**src/rtl/core_sequencer.sv**
```systemverilog
// Multi-cycle control FSM: steps each instruction through fetch, decode, execute,
// memory and writeback, and decides the cycle in which each strobe takes effect.
module core_sequencer #(
    parameter int MEMORY_TIMEOUT_CYCLES = 255,
    parameter int TIMEOUT_COUNTER_WIDTH = 8
) (
    input  logic        clock,
    input  logic        reset,
    input  logic [4:0]  opcode,
    input  logic        branch_taken,
    input  logic        memory_ready,
    output logic        memory_request_valid,
    output logic        memory_address_select,
    output logic        memory_write_enable,
    output logic        instruction_register_load,
    output logic        register_write_enable,
    output logic [2:0]  writeback_select,
    output logic        pc_write_enable,
    output logic [1:0]  pc_source,
    output logic        halted,
    output logic [1:0]  halt_cause,
    output logic [31:0] retired_count,
    output logic [2:0]  state
);

    localparam logic [2:0] FETCH     = 3'd0;
    localparam logic [2:0] DECODE    = 3'd1;
    localparam logic [2:0] EXECUTE   = 3'd2;
    localparam logic [2:0] MEMORY    = 3'd3;
    localparam logic [2:0] WRITEBACK = 3'd4;
    localparam logic [2:0] HALT      = 3'd5;

    localparam logic [4:0] OP_REG    = 5'b01100;
    localparam logic [4:0] OP_IMM    = 5'b00100;
    localparam logic [4:0] OP_BRANCH = 5'b11000;
    localparam logic [4:0] OP_JAL    = 5'b11011;
    localparam logic [4:0] OP_JALR   = 5'b11001;
    localparam logic [4:0] OP_AUIPC  = 5'b00101;
    localparam logic [4:0] OP_LUI    = 5'b01101;
    localparam logic [4:0] OP_LOAD   = 5'b00000;
    localparam logic [4:0] OP_STORE  = 5'b01000;
    localparam logic [4:0] OP_SYSTEM = 5'b11100;

    localparam logic [1:0] CAUSE_SYSTEM  = 2'd1;
    localparam logic [1:0] CAUSE_ILLEGAL = 2'd2;
    localparam logic [1:0] CAUSE_TIMEOUT = 2'd3;

    localparam int NUM_LEGAL = 10;
    localparam logic [NUM_LEGAL*5-1:0] LEGAL_OPS = {
        OP_REG, OP_IMM, OP_BRANCH, OP_JAL, OP_JALR,
        OP_AUIPC, OP_LUI, OP_LOAD, OP_STORE, OP_SYSTEM
    };

    // The wait that would bring the counter up to the limit is the last one allowed.
    localparam logic [TIMEOUT_COUNTER_WIDTH-1:0] TIMEOUT_LAST =
        TIMEOUT_COUNTER_WIDTH'(MEMORY_TIMEOUT_CYCLES - 1);

    logic [2:0]                       state_reg, state_next;
    logic [4:0]                       op_class_reg, op_class_next;
    logic [TIMEOUT_COUNTER_WIDTH-1:0] wait_count_reg, wait_count_next;
    logic                             halted_reg, halted_next;
    logic [1:0]                       halt_cause_reg, halt_cause_next;
    logic [31:0]                      retired_count_reg, retired_count_next;

    logic [NUM_LEGAL-1:0] legal_hit;
    logic                 opcode_legal;
    logic                 class_is_load;
    logic                 class_is_store;
    logic                 timeout_hit;

    logic       req_valid_s;
    logic       addr_sel_s;
    logic       mem_we_s;
    logic       ir_load_s;
    logic       rd_we_s;
    logic [2:0] wb_sel_s;
    logic       pc_we_s;
    logic [1:0] pc_src_s;

    genvar gi;
    generate
        for (gi = 0; gi < NUM_LEGAL; gi++) begin : g_legal
            assign legal_hit[gi] = (opcode == LEGAL_OPS[gi*5 +: 5]);
        end
    endgenerate

    assign opcode_legal   = |legal_hit;
    assign class_is_load  = (op_class_reg == OP_LOAD);
    assign class_is_store = (op_class_reg == OP_STORE);
    assign timeout_hit    = (wait_count_reg == TIMEOUT_LAST);

    // Strobe decode: Moore on state and latched class, qualified by memory_ready
    // only where a handshake completes.
    always_comb begin
        req_valid_s = 1'b0;
        addr_sel_s  = 1'b0;
        mem_we_s    = 1'b0;
        ir_load_s   = 1'b0;
        rd_we_s     = 1'b0;
        wb_sel_s    = 3'd0;
        pc_we_s     = 1'b0;
        pc_src_s    = 2'd0;
        case (state_reg)
            FETCH: begin
                req_valid_s = 1'b1;
                ir_load_s   = memory_ready;
            end
            MEMORY: begin
                req_valid_s = 1'b1;
                addr_sel_s  = 1'b1;
                mem_we_s    = class_is_store;
                pc_we_s     = class_is_store & memory_ready;
            end
            WRITEBACK: begin
                pc_we_s = 1'b1;
                case (op_class_reg)
                    OP_REG, OP_IMM: begin
                        rd_we_s = 1'b1;
                    end
                    OP_LOAD: begin
                        rd_we_s  = 1'b1;
                        wb_sel_s = 3'd1;
                    end
                    OP_JAL: begin
                        rd_we_s  = 1'b1;
                        wb_sel_s = 3'd2;
                        pc_src_s = 2'd1;
                    end
                    OP_JALR: begin
                        rd_we_s  = 1'b1;
                        wb_sel_s = 3'd2;
                        pc_src_s = 2'd2;
                    end
                    OP_AUIPC: begin
                        rd_we_s  = 1'b1;
                        wb_sel_s = 3'd3;
                    end
                    OP_LUI: begin
                        rd_we_s  = 1'b1;
                        wb_sel_s = 3'd4;
                    end
                    OP_BRANCH: begin
                        pc_src_s = branch_taken ? 2'd1 : 2'd0;
                    end
                    default: ;
                endcase
            end
            default: ;
        endcase
    end

    always_comb begin
        state_next      = state_reg;
        op_class_next   = op_class_reg;
        halted_next     = halted_reg;
        halt_cause_next = halt_cause_reg;
        case (state_reg)
            FETCH: begin
                if (memory_ready) begin
                    state_next = DECODE;
                end else if (timeout_hit) begin
                    state_next      = HALT;
                    halted_next     = 1'b1;
                    halt_cause_next = CAUSE_TIMEOUT;
                end
            end
            DECODE: begin
                op_class_next = opcode;
                if (opcode == OP_SYSTEM) begin
                    state_next      = HALT;
                    halted_next     = 1'b1;
                    halt_cause_next = CAUSE_SYSTEM;
                end else if (!opcode_legal) begin
                    state_next      = HALT;
                    halted_next     = 1'b1;
                    halt_cause_next = CAUSE_ILLEGAL;
                end else begin
                    state_next = EXECUTE;
                end
            end
            EXECUTE: begin
                state_next = (class_is_load || class_is_store) ? MEMORY : WRITEBACK;
            end
            MEMORY: begin
                if (memory_ready) begin
                    state_next = class_is_load ? WRITEBACK : FETCH;
                end else if (timeout_hit) begin
                    state_next      = HALT;
                    halted_next     = 1'b1;
                    halt_cause_next = CAUSE_TIMEOUT;
                end
            end
            WRITEBACK: begin
                state_next = FETCH;
            end
            HALT: ;
            default: begin
                state_next      = HALT;
                halted_next     = 1'b1;
                halt_cause_next = CAUSE_ILLEGAL;
            end
        endcase
    end

    // Any state change restarts the wait window, so FETCH and MEMORY always start at 0.
    always_comb begin
        wait_count_next = wait_count_reg;
        if (state_next != state_reg) begin
            wait_count_next = '0;
        end else if (req_valid_s && !memory_ready) begin
            wait_count_next = wait_count_reg + 1'b1;
        end
    end

    assign retired_count_next = retired_count_reg + {31'd0, pc_we_s};

    always_ff @(posedge clock) begin
        if (reset) begin
            state_reg         <= FETCH;
            op_class_reg      <= 5'd0;
            wait_count_reg    <= '0;
            halted_reg        <= 1'b0;
            halt_cause_reg    <= 2'd0;
            retired_count_reg <= 32'd0;
        end else begin
            state_reg         <= state_next;
            op_class_reg      <= op_class_next;
            wait_count_reg    <= wait_count_next;
            halted_reg        <= halted_next;
            halt_cause_reg    <= halt_cause_next;
            retired_count_reg <= retired_count_next;
        end
    end

    assign memory_request_valid      = req_valid_s & ~reset;
    assign memory_address_select     = addr_sel_s & ~reset;
    assign memory_write_enable       = mem_we_s & ~reset;
    assign instruction_register_load = ir_load_s & ~reset;
    assign register_write_enable     = rd_we_s & ~reset;
    assign writeback_select          = wb_sel_s & {3{~reset}};
    assign pc_write_enable           = pc_we_s & ~reset;
    assign pc_source                 = pc_src_s & {2{~reset}};
    assign halted                    = halted_reg;
    assign halt_cause                = halt_cause_reg;
    assign retired_count             = retired_count_reg;
    assign state                     = state_reg;

endmodule
```
**config.mk**
```make
export PLATFORM = sky130hd
export DESIGN_NAME = core_sequencer
export DESIGN_NICKNAME = d
export VERILOG_FILES = /design/src/rtl/core_sequencer.sv
export SDC_FILE = /design/constraint.sdc
export NUM_CORES = 1
export LEC_CHECK = 0
export CORE_MARGIN = 3
export CORE_UTILIZATION = 44
export CTS_CLUSTER_SIZE = 16
export DETAILED_ROUTE_END_ITERATION = 10
export PLACE_DENSITY_LB_ADDON = 0.05
export SLEW_MARGIN = 20
export SYNTH_ARGS = -nofsm -noshare
export SYNTH_HDL_FRONTEND = slang
export SYNTH_SLANG_ARGS = --single-unit
```
**constraint.sdc**
```tcl
create_clock -name clock -period 5.5 [get_ports clock]
set_input_delay 1.375 -clock clock [delete_from_list [all_inputs] [get_ports clock]]
set_output_delay 1.375 -clock clock [all_outputs]
set_load 0.02 [all_outputs]
```
Yosys cells after proc, flatten, opt, wreduce, memory -nomap -nowiden. Cells that the tools add are included.

Bitwise operators: 11. Equal/unequal tests: 27. Add/sub/neg operators: 2. Reduce and logical (&&, ||, !) cells: 13. Muxes and demuxes: 30.

Operator list (count): $eq 5x5->1 const B (7); $add 32x1->32 (1); $eq 5x4->1 const B (6); $mux 3 (8); $eq 5x3->1 const B (4); $pmux 3 s6 (1); $pmux 2 s3 (2); $pmux 3 s4 (1); $mux 1 (11); $logic_not 5->1 (2); $mux 2 (5); $reduce_or 10->1 (1); $add 8x1->8 const B (1); $eq 8x8->1 const B (1); $and 1x1->1 (7); $reduce_or 7->1 (1); $eq 3x2->1 const B (2); $eq 3x3->1 const B (2); $reduce_or 2->1 (3); $reduce_and 4->1 (1); $and 3x3->3 (1); $eq 3x1->1 const B (1); $logic_not 3->1 (1); $ne 3x3->1 (1); 11 further kinds (12).

Bits in registers: 51. Word-level logic and storage cells: 89. Output and inout port bits: 49. Bits of input ports: 9.

Longest topological paths before layout. Gate-level depths: netlist of the first run.

Depth in word-level cells: 7. Mapped depth: 12. Depth with buffers taken out: 10.

Least setup slack after synthesis of the first run. OpenSTA, ideal clock, no wires.

Path kind: in2out. From: input port reset. To: output port pc_source[0]. Slack: 1651 ps. Required time: 4125 ps. Buffers on the path: 1. Arrival time: 2474 ps. Stages on the path: 4. Path through: clkbuf_1 > nor2_1 > nand2_1 > nor4_1.

Cells in the longest elaborated chain, start to end: 2.

Ends and longest elaborated chain: from (decl) (RTL line 8) `input logic reset,`; $not 1->1 (RTL line 242) `assign pc_source = pc_src_s & {2{~reset}};`; $and 2x2->2 (RTL line 242); to (decl) (RTL line 19) `output logic [1:0] pc_source,`.

No other way between the ends.

Worst setup path in the final report of the first run.
From: input port memory_ready. To: output port pc_write_enable.

Cells in the longest elaborated chain, start to end: 3.

Ends and longest elaborated chain: from (decl) (RTL line 11) `input logic memory_ready,`; $and 1x1->1 (RTL line 112) `pc_we_s = class_is_store & memory_ready;`; $pmux 1 s2 (RTL line 103) `case (state_reg)`; $and 1x1->1 (RTL line 241) `assign pc_write_enable = pc_we_s & ~reset;`; to (decl) (RTL line 18) `output logic pc_write_enable,`.

No other way between the ends.

==> flow_summary.ini, run 1 <==
[run_status]
outcome = finished clean

[sta]
final.min_clock_period_ps = 4858
fin_crit_sh_pct = 88.32
setup_viol = 0
max-slew-margin-rel_pct = 56.75
fin_ws_ps = 642.2
finalMaxSlewViolations = 0
whs_ps = 447.2
fmax_mhz = 205.9
fin_tns_setup_ps = 0
rsz0062_at_grt = no
worst_pin_slew_ps = 645.3
fin_worst_skew_ps = 9.742
finalHoldViolCount = 0

[cells_and_area]
fin_cells = 442
nets = 383
area_growth_pct = 26.56
fin_area_um2 = 3303
largest_reg_flops = 32
diodes = 0
utilization_pct = 58.90
drive_above_1_share_pct = 6.216

[synthesis]
ys_ff_latch = 51
synth_cell_types = 46
yosysSeqAreaShare_pct = 39.12
synth-main-ff-cell = dfxtp_1
syn_area_per_cell_um2 = 8.182
synth_warnings = 0
synthCells = 319
synth_area_um2 = 2610
async_flop_share_pct = 0
synth_edf_count = 0
synth_fp_nets = 332

[clocking]
worstSkewPairLatency_ps = 310
cts_buffers = 5
cts_hold_buffers = 0
cts_tree = yes
clk_pin_slew_worst_paths_ps = 90
cts.sinks = 51
cts_resized = 0
cts_setup_buffers = 0
clockBufferDepth = 2
htreeDepth = 2
cts_root_buffer = clkbuf_8

[floorplanning]
fp.dieW_um = 83.02
dieHeight_um = 83.02
dieArea_um2 = 6892
initial_core_util_pct = 46.54
core_area_um2 = 5608
rows = 27
ios = 58

[global_routing]
grt_pass1_vias = 2248
antenna_found_initial = 0
track_usage_pct = 17.64
grt_max_degree = 43
overflow = 0
grt_first_pass_wirelength_mm = 10.29

[power]
power.total_mw = 0.9183
seqPwrFrac_pct = 48.4
p_sw_share_pct = 34.58
switchingPower_mw = 0.3175
internal_power_mw = 0.6008
p_leak_nw = 1.157
clock_power_share_pct = 23.1
power_frac_comb_pct = 28.5
power_density_nw_per_um2 = 278.0
peakVddDrop_uv = 147.7

[routing]
drt_wl_total_mm = 5.887
drc = 0
postRouteAntennaNets = 0
firstDrtPassIters = 4
drt_iter0_markers = 150
vias_per_cell = 5.348
avgRoutedWirePerCell_um = 13.32
vias = 2364

[placement]
place_ws_ps = 635.3
portBuffers = 57
gp_congestion = 0.7743
dpl_cell_area_um2 = 3216
place_inst = 435
detailed_place_hpwl_mm = 4.128

[setup_path]
worstSetupPathType = in2out
end_kind = output port
cp.arrival_ps = 3480
path_common_cell = clkdlybuf4s50_1
start_kind = input port
worstPathRequired_ps = 4120
cp_top_family = buffers and inverters
max_stage_delay_ps = 630
critical_path_buf_inv_count = 2
worstPathCellList = clkdlybuf4s50_1 -> nand2b_1 -> o41ai_1 -> and2_1 -> clkdlybuf4s50_1
path_max_fanout = 8
critPathSlowestCell = clkdlybuf4s50_1

[flow_run]
max_cap_violations = 0

[min_path]
min_path_type = reg2reg
==> worst reg2reg max path, stage by stage (launching register included) <==
cell and delay [ps]:
dfxtp_1 410, or4_4 570, o41ai_1 560, ha_1 310, ha_1 230, inv_1 90, nor4_2 300, buf_4 230
nand4_1 120, xor2_1 170, nor2_1 50
==> power groups by stage <==
stage	combinational (mW)	clock, mW	sequential, mW
2_1_floorplan	0.202	0	0.435
3_5_place_dp	0.263	0	0.453
3_3_place_gp	0.263	0	0.454
4_1_cts	0.264	0.219	0.444
5_1_grt	0.291	0.233	0.452
6_report	0.262	0.212	0.445
==> layout by cell type (no fill, tap or decap), types with 2 or more instances in the layout <==
cell             netlist  layout
a21oi_1                9       9
and2_1                 2       2
and3_1                 7       7
and4_1                 3       3
buf_4                  2       3
clkbuf_8               0       5
clkdlybuf4s50_1        0      57
dfxtp_1               51      51
ha_1                   4       4
inv_1                  8       8
mux2i_1                5       5
nand2_1               23      23
nand2b_1               3       3
nand3_1               22      22
nand4_1               16      16
nor2_1                61      61
nor2b_1                6       6
nor3_1                 8       7
nor3_2                 1       2
nor4_1                 3       3
nor4_2                 2       2
o21ai_0                6       6
o21bai_1               2       2
or2_2                  4       4
xnor2_1                9       9
xor2_1                31      31
==> metal layers <==
metal / wire, um / global-route usage, % / vias up / part of all wire [%]
met3: 358 / 5.357 / 6 / 6.1
met4: 62 / 5.498 / 0 / 1.1
met2: 2746 / 28.72 / 65 / 47
li1: - / - / 1197 / -
met1: 2720 / 22.34 / 1096 / 46
met5: 0 / 0 / - / 0
==> layout make-up <==
cell class	count	area [um^2]
clock buffer	5	68.82
clock inverter	2	13.76
fill	547	2305
inverter	8	30.03
multi-input combinational	244	1486
sequential	51	1021
tap	72	90.09
timing repair buffer	60	593.1
==> kinds of logic after synthesis <==
group                    share of synthesized area, %
AND/OR/NAND/NOR                                 31.06
flip-flops                                      39.12
adder cells (fa/ha/maj)                         1.918
multiplexers                                    2.349
AO/OA/AOI/OAI                                   8.006
buffers and inverters                           4.122
XOR/XNOR                                        13.42
==> final timing paths <==
path,start,to,slack [ps],cells past startpoint
worst min register to register,halted,halted,450,2
worst max register to register,op_class_reg[0],retired_count[28],2350,10
worst max-delay path,memory_ready,pc_write_enable,640,5
worst min-delay path,halted,halted,450,2
==> synthesized netlist by cell type, drive strengths merged (3+ instances only) <==
library cell,n,area share [%]
a21oi,9,1.7
and3,7,1.7
and4,3,1.0
buf,6,1.5
clkbuf,10,1.5
dfxtp,51,39
ha,4,1.9
inv,8,1.2
mux2i,5,1.9
nand2,23,3.3
nand2b,3,0.72
nand3,22,4.2
nand4,16,3.8
nor2,61,8.8
nor2b,6,1.4
nor3,9,1.9
nor4,5,1.7
o21ai,6,1.2
or2,4,0.96
xnor2,9,3.0
xor2,31,10
Note: power is estimated with default switching activity, not from simulation.
==> run 2: changes to the inputs <==
- CAP_MARGIN: not set -> 20
- CORE_ASPECT_RATIO: not set -> 2
==> run 2 against run 1 <==
Sequential share of layout area is 0.48 points lower. Non-clock buffer count up 1. Via count down 0.85%. Routed wire length increased by 10%. Power rose by 11%. Global-route usage grew 2.7 points. Sequential cell count did not move. Fmax up 2.3%. Design area up 1.6%. Critical path type unchanged. Highest routed layer unchanged.
==> flow_summary.ini, run 2 (synthesis results as in run 1) <==
[run_status]
outcome = finished clean

[routing]
avgRoutedWirePerCell_um = 14.98
firstDrtPassIters = 4
vias_per_cell = 5.413
drc = 0
vias = 2344
drt_wl_total_mm = 6.488
postRouteAntennaNets = 0
drt_iter0_markers = 134

[sta]
fin_tns_setup_ps = 0
rsz0062_at_grt = no
finalMaxSlewViolations = 0
final.min_clock_period_ps = 4749
fin_ws_ps = 751.2
worst_pin_slew_ps = 643.8
max-slew-margin-rel_pct = 56.85
setup_viol = 0
whs_ps = 458.8
fin_crit_sh_pct = 86.34
finalHoldViolCount = 0
fin_worst_skew_ps = 6.908
fmax_mhz = 210.6

[clocking]
clockBufferDepth = 2
cts_hold_buffers = 0
cts_root_buffer = clkbuf_16
cts_resized = 0
cts.sinks = 51
clk_pin_slew_worst_paths_ps = 60
worstSkewPairLatency_ps = 290
cts_setup_buffers = 0
cts_tree = yes
cts_buffers = 5
htreeDepth = 2

[cells_and_area]
largest_reg_flops = 32
nets = 384
drive_above_1_share_pct = 6.452
final_cell_mix = nor2_1, clkdlybuf4s50_1, dfxtp_1
final_common_cell = nor2_1
diodes = 0
area_growth_pct = 28.57
utilization_pct = 58.78

[floorplanning]
initial_core_util_pct = 45.72
fp.dieW_um = 60.46
dieHeight_um = 114.9
core_area_um2 = 5709
rows = 39
ios = 58
dieArea_um2 = 6948

[setup_path]
path_common_cell = clkdlybuf4s50_1
critPathSlowestCell = clkdlybuf4s50_1
worstSetupPathType = in2out
max_stage_delay_ps = 630
worstPathCellList = clkdlybuf4s50_1 -> nand2b_1 -> o41ai_1 -> and2_1 -> clkdlybuf4s50_1
rrSetupSlack_ps = 2470
end_kind = output port
path_max_fanout = 8
start_kind = input port
worstPathRequired_ps = 4120
cp.arrival_ps = 3370

[global_routing]
overflow = 0
grt_max_degree = 38
grt_pass1_vias = 2354
track_usage_pct = 20.34
grt_first_pass_wirelength_mm = 11.05
antenna_found_initial = 0

[placement]
gp_congestion = 0.8155
detailed_place_hpwl_mm = 4.774
portBuffers = 57
place_ws_ps = 768.6

[min_path]
min_path_type = reg2reg

[flow_run]
max_cap_violations = 0

[power]
peakVddDrop_uv = 274.7
power_density_nw_per_um2 = 303.1
p_leak_nw = 1.185
[run 2: final cells by class]
class	count	area (um^2)
Clock buffer	6	128.9
Multi-Input combinational cell	244	1486
Inverter	8	30.03
Fill cell	518	2354
Clock inverter	2	12.51
Timing Repair Buffer	61	600.6
Sequential cell	51	1021
Tap cell	61	76.32
[run 2: power breakdown]
group          switching [mW]  internal, mW
Clock                   0.134         0.168
Sequential             0.0537         0.394
Combinational           0.147         0.120
Total                   0.334         0.683
[run 2: metrics by stage]
step | area [um^2] | cells | power, mW
after detailed placement | 3209 | 425 | 0.7218
after global placement | 3209 | 425 | 0.7231
after global routing | 3356 | 433 | 1.073
final | 3356 | 433 | 1.017
after CTS | 3351 | 433 | 1.026
after floorplan | 2610 | 319 | 0.6376
[run 2: final timing paths]
check        cells after the start             from                 to
min                              2           halted             halted
max                              5     memory_ready    pc_write_enable
min reg2reg                      2           halted             halted
max reg2reg                     10  op_class_reg[0]  retired_count[28]
[run 2: metal layers]
layer / track usage, % / wire length (um)
met1: 22.64 / 2554
met3: 4.045 / 185
met5: 0 / 0
met2: 37.28 / 3670
met4: 6.368 / 78
[run 2: critical path, delay by kind of cell]
family	cells	cell delay (ps)
buffers and inverters	2	1220
and+or+nand+nor	2	330
AOI/OAI and AO/OA	1	450
==> run 3: changes to the inputs <==
- CTS_BUF_LIST: not set -> sky130_fd_sc_hd__clkbuf_16
- SKIP_CTS_REPAIR_TIMING: not set -> 1
==> run 3 against run 2 <==
Final cell count stayed put. Register-to-register slack hardly changed. Non-clock buffer count stayed put. Fmax hardly changed. Global-route usage stayed put. Routed wire length hardly changed. First-iteration DRC count stayed put. Die area stayed put. Critical path depth stayed put. Sequential cell count stayed put. Setup slack better by 1.1 ps. Critical endpoint unchanged. Largest cell class unchanged.
==> flow_summary.ini, run 3 (synthesis results as in run 1) <==
[routing]
postRouteAntennaNets = 0
avgRoutedWirePerCell_um = 14.98
drt_wl_total_mm = 6.485
vias = 2343
firstDrtPassIters = 4
drt_iter0_markers = 134
vias_per_cell = 5.411
drc = 0

[cells_and_area]
largest_reg_flops = 32
final_cell_mix = nor2_1, clkdlybuf4s50_1, dfxtp_1
nets = 384
fillers = 518
register_area_um2 = 1021
fin_area_um2 = 3356
diodes = 0
final_common_cell = nor2_1
area_growth_pct = 28.57
multi_input_area_um2 = 1486
drive_above_1_share_pct = 6.452

[sta]
fin_worst_skew_ps = 6.915
fin_tns_setup_ps = 0
final.min_clock_period_ps = 4748
worst_pin_slew_ps = 643.8
rsz0062_at_grt = no
setup_viol = 0
fin_crit_sh_pct = 86.32
max-slew-margin-rel_pct = 56.85
finalMaxSlewViolations = 0
fin_ws_ps = 752.2
finalHoldViolCount = 0
fmax_mhz = 210.6

[setup_path]
worstSetupPathType = in2out
r2r_end = retired_count[28]
cp_top_family = buffers and inverters
end_kind = output port
reg2reg_from = op_class_reg[0]
cp-startpoint = memory_ready
start_kind = input port
critPathSlowestCell = clkdlybuf4s50_1
critical_path_buf_inv_count = 2
reg2regPathDepth = 10
max_stage_delay_ps = 630
worstPathRequired_ps = 4120
crit_cells = 5
path_max_fanout = 8
path_common_cell = clkdlybuf4s50_1
cp.arrival_ps = 3370
crit_path_end = pc_write_enable
rrSetupSlack_ps = 2470
worstPathCellList = clkdlybuf4s50_1 -> nand2b_1 -> o41ai_1 -> and2_1 -> clkdlybuf4s50_1

[clocking]
clk_pin_slew_worst_paths_ps = 60
cts.sinks = 51
cts_buffers = 5
htreeDepth = 2
cts_tree = yes
cts_root_buffer = clkbuf_16
worstSkewPairLatency_ps = 290
clockBufferDepth = 2

[placement]
portBuffers = 57
gp_congestion = 0.8155
dpl_cell_area_um2 = 3209
detailed_place_hpwl_mm = 4.774
place_ws_ps = 768.6

[floorplanning]
ios = 58
initial_core_util_pct = 45.72
fp.dieW_um = 60.46
core_area_um2 = 5709
dieArea_um2 = 6948
dieHeight_um = 114.9
rows = 39

[power]
power_frac_comb_pct = 26.3
p_sw_share_pct = 32.93
internal_power_mw = 0.6809
switchingPower_mw = 0.3344
peakVddDrop_uv = 274.7
power_density_nw_per_um2 = 302.5
seqPwrFrac_pct = 44.1
p_leak_nw = 1.189
clock_power_share_pct = 29.6

[global_routing]
track_usage_pct = 20.34
grt_max_degree = 38
grt_pass1_vias = 2354
overflow = 0
grt_first_pass_wirelength_mm = 11.05
antenna_found_initial = 0

[run_status]
outcome = finished clean

[min_path]
min_path_type = reg2reg

[flow_run]
max_cap_violations = 0
run 3: area by class of cell:
cell class | instances | area share, %
clock buffers | 5 | 3.729
clock inverters | 3 | 0.4847
inverters | 8 | 0.8949
multi-input cells | 244 | 44.30
flip-flops and latches | 51 | 30.43
well taps | 61 | 2.274
repair buffers | 61 | 17.90
run 3: worst min-delay path, cell delays in order (launching register included):
cell and delay [ps]:
dfxtp_1 310, inv_1 50, a21oi_1 50
run 3: layer usage:
| metal | routed length, um | global-route usage (%) | up-vias |
|---|---|---|---|
| li1 | - | - | 1197 |
| met1 | 2553 | 22.64 | 1104 |
| met2 | 3674 | 37.28 | 36 |
| met3 | 177 | 4.045 | 6 |
| met4 | 78 | 6.368 | 0 |
| met5 | 0 | 0 | - |
run 3: worst min-delay path by stage:
stage,to,slack (ps),from,cells after the start
global placement,halted,440,halted,2
global route,halted,510,halted,2
detailed placement,halted,440,halted,2
finish,halted,460,halted,2
floorplan,wait_count_reg[6],480,wait_count_reg[6],2
CTS,halted,460,halted,2
run 3: power groups by stage:
stage | Sequential, mW | Combinational (mW) | Clock [mW]
3_3_place_gp | 0.455 | 0.268 | 0
6_report | 0.448 | 0.267 | 0.300
4_1_cts | 0.446 | 0.269 | 0.310
2_1_floorplan | 0.435 | 0.202 | 0
3_5_place_dp | 0.455 | 0.267 | 0
5_1_grt | 0.453 | 0.294 | 0.324
run 3: per-stage QoR:
step                      utilization [%]  power (mW)  hold WS [ps]  std cells
after floorplan                         -      0.6376         479.2        319
after global placement              56.21      0.7231         436.5        425
after detailed placement            56.21      0.7218         440.1        425
after CTS                           58.69       1.024         460.2        433
after global routing                58.78       1.071         509.5        433
final                               58.78       1.015         458.8        433
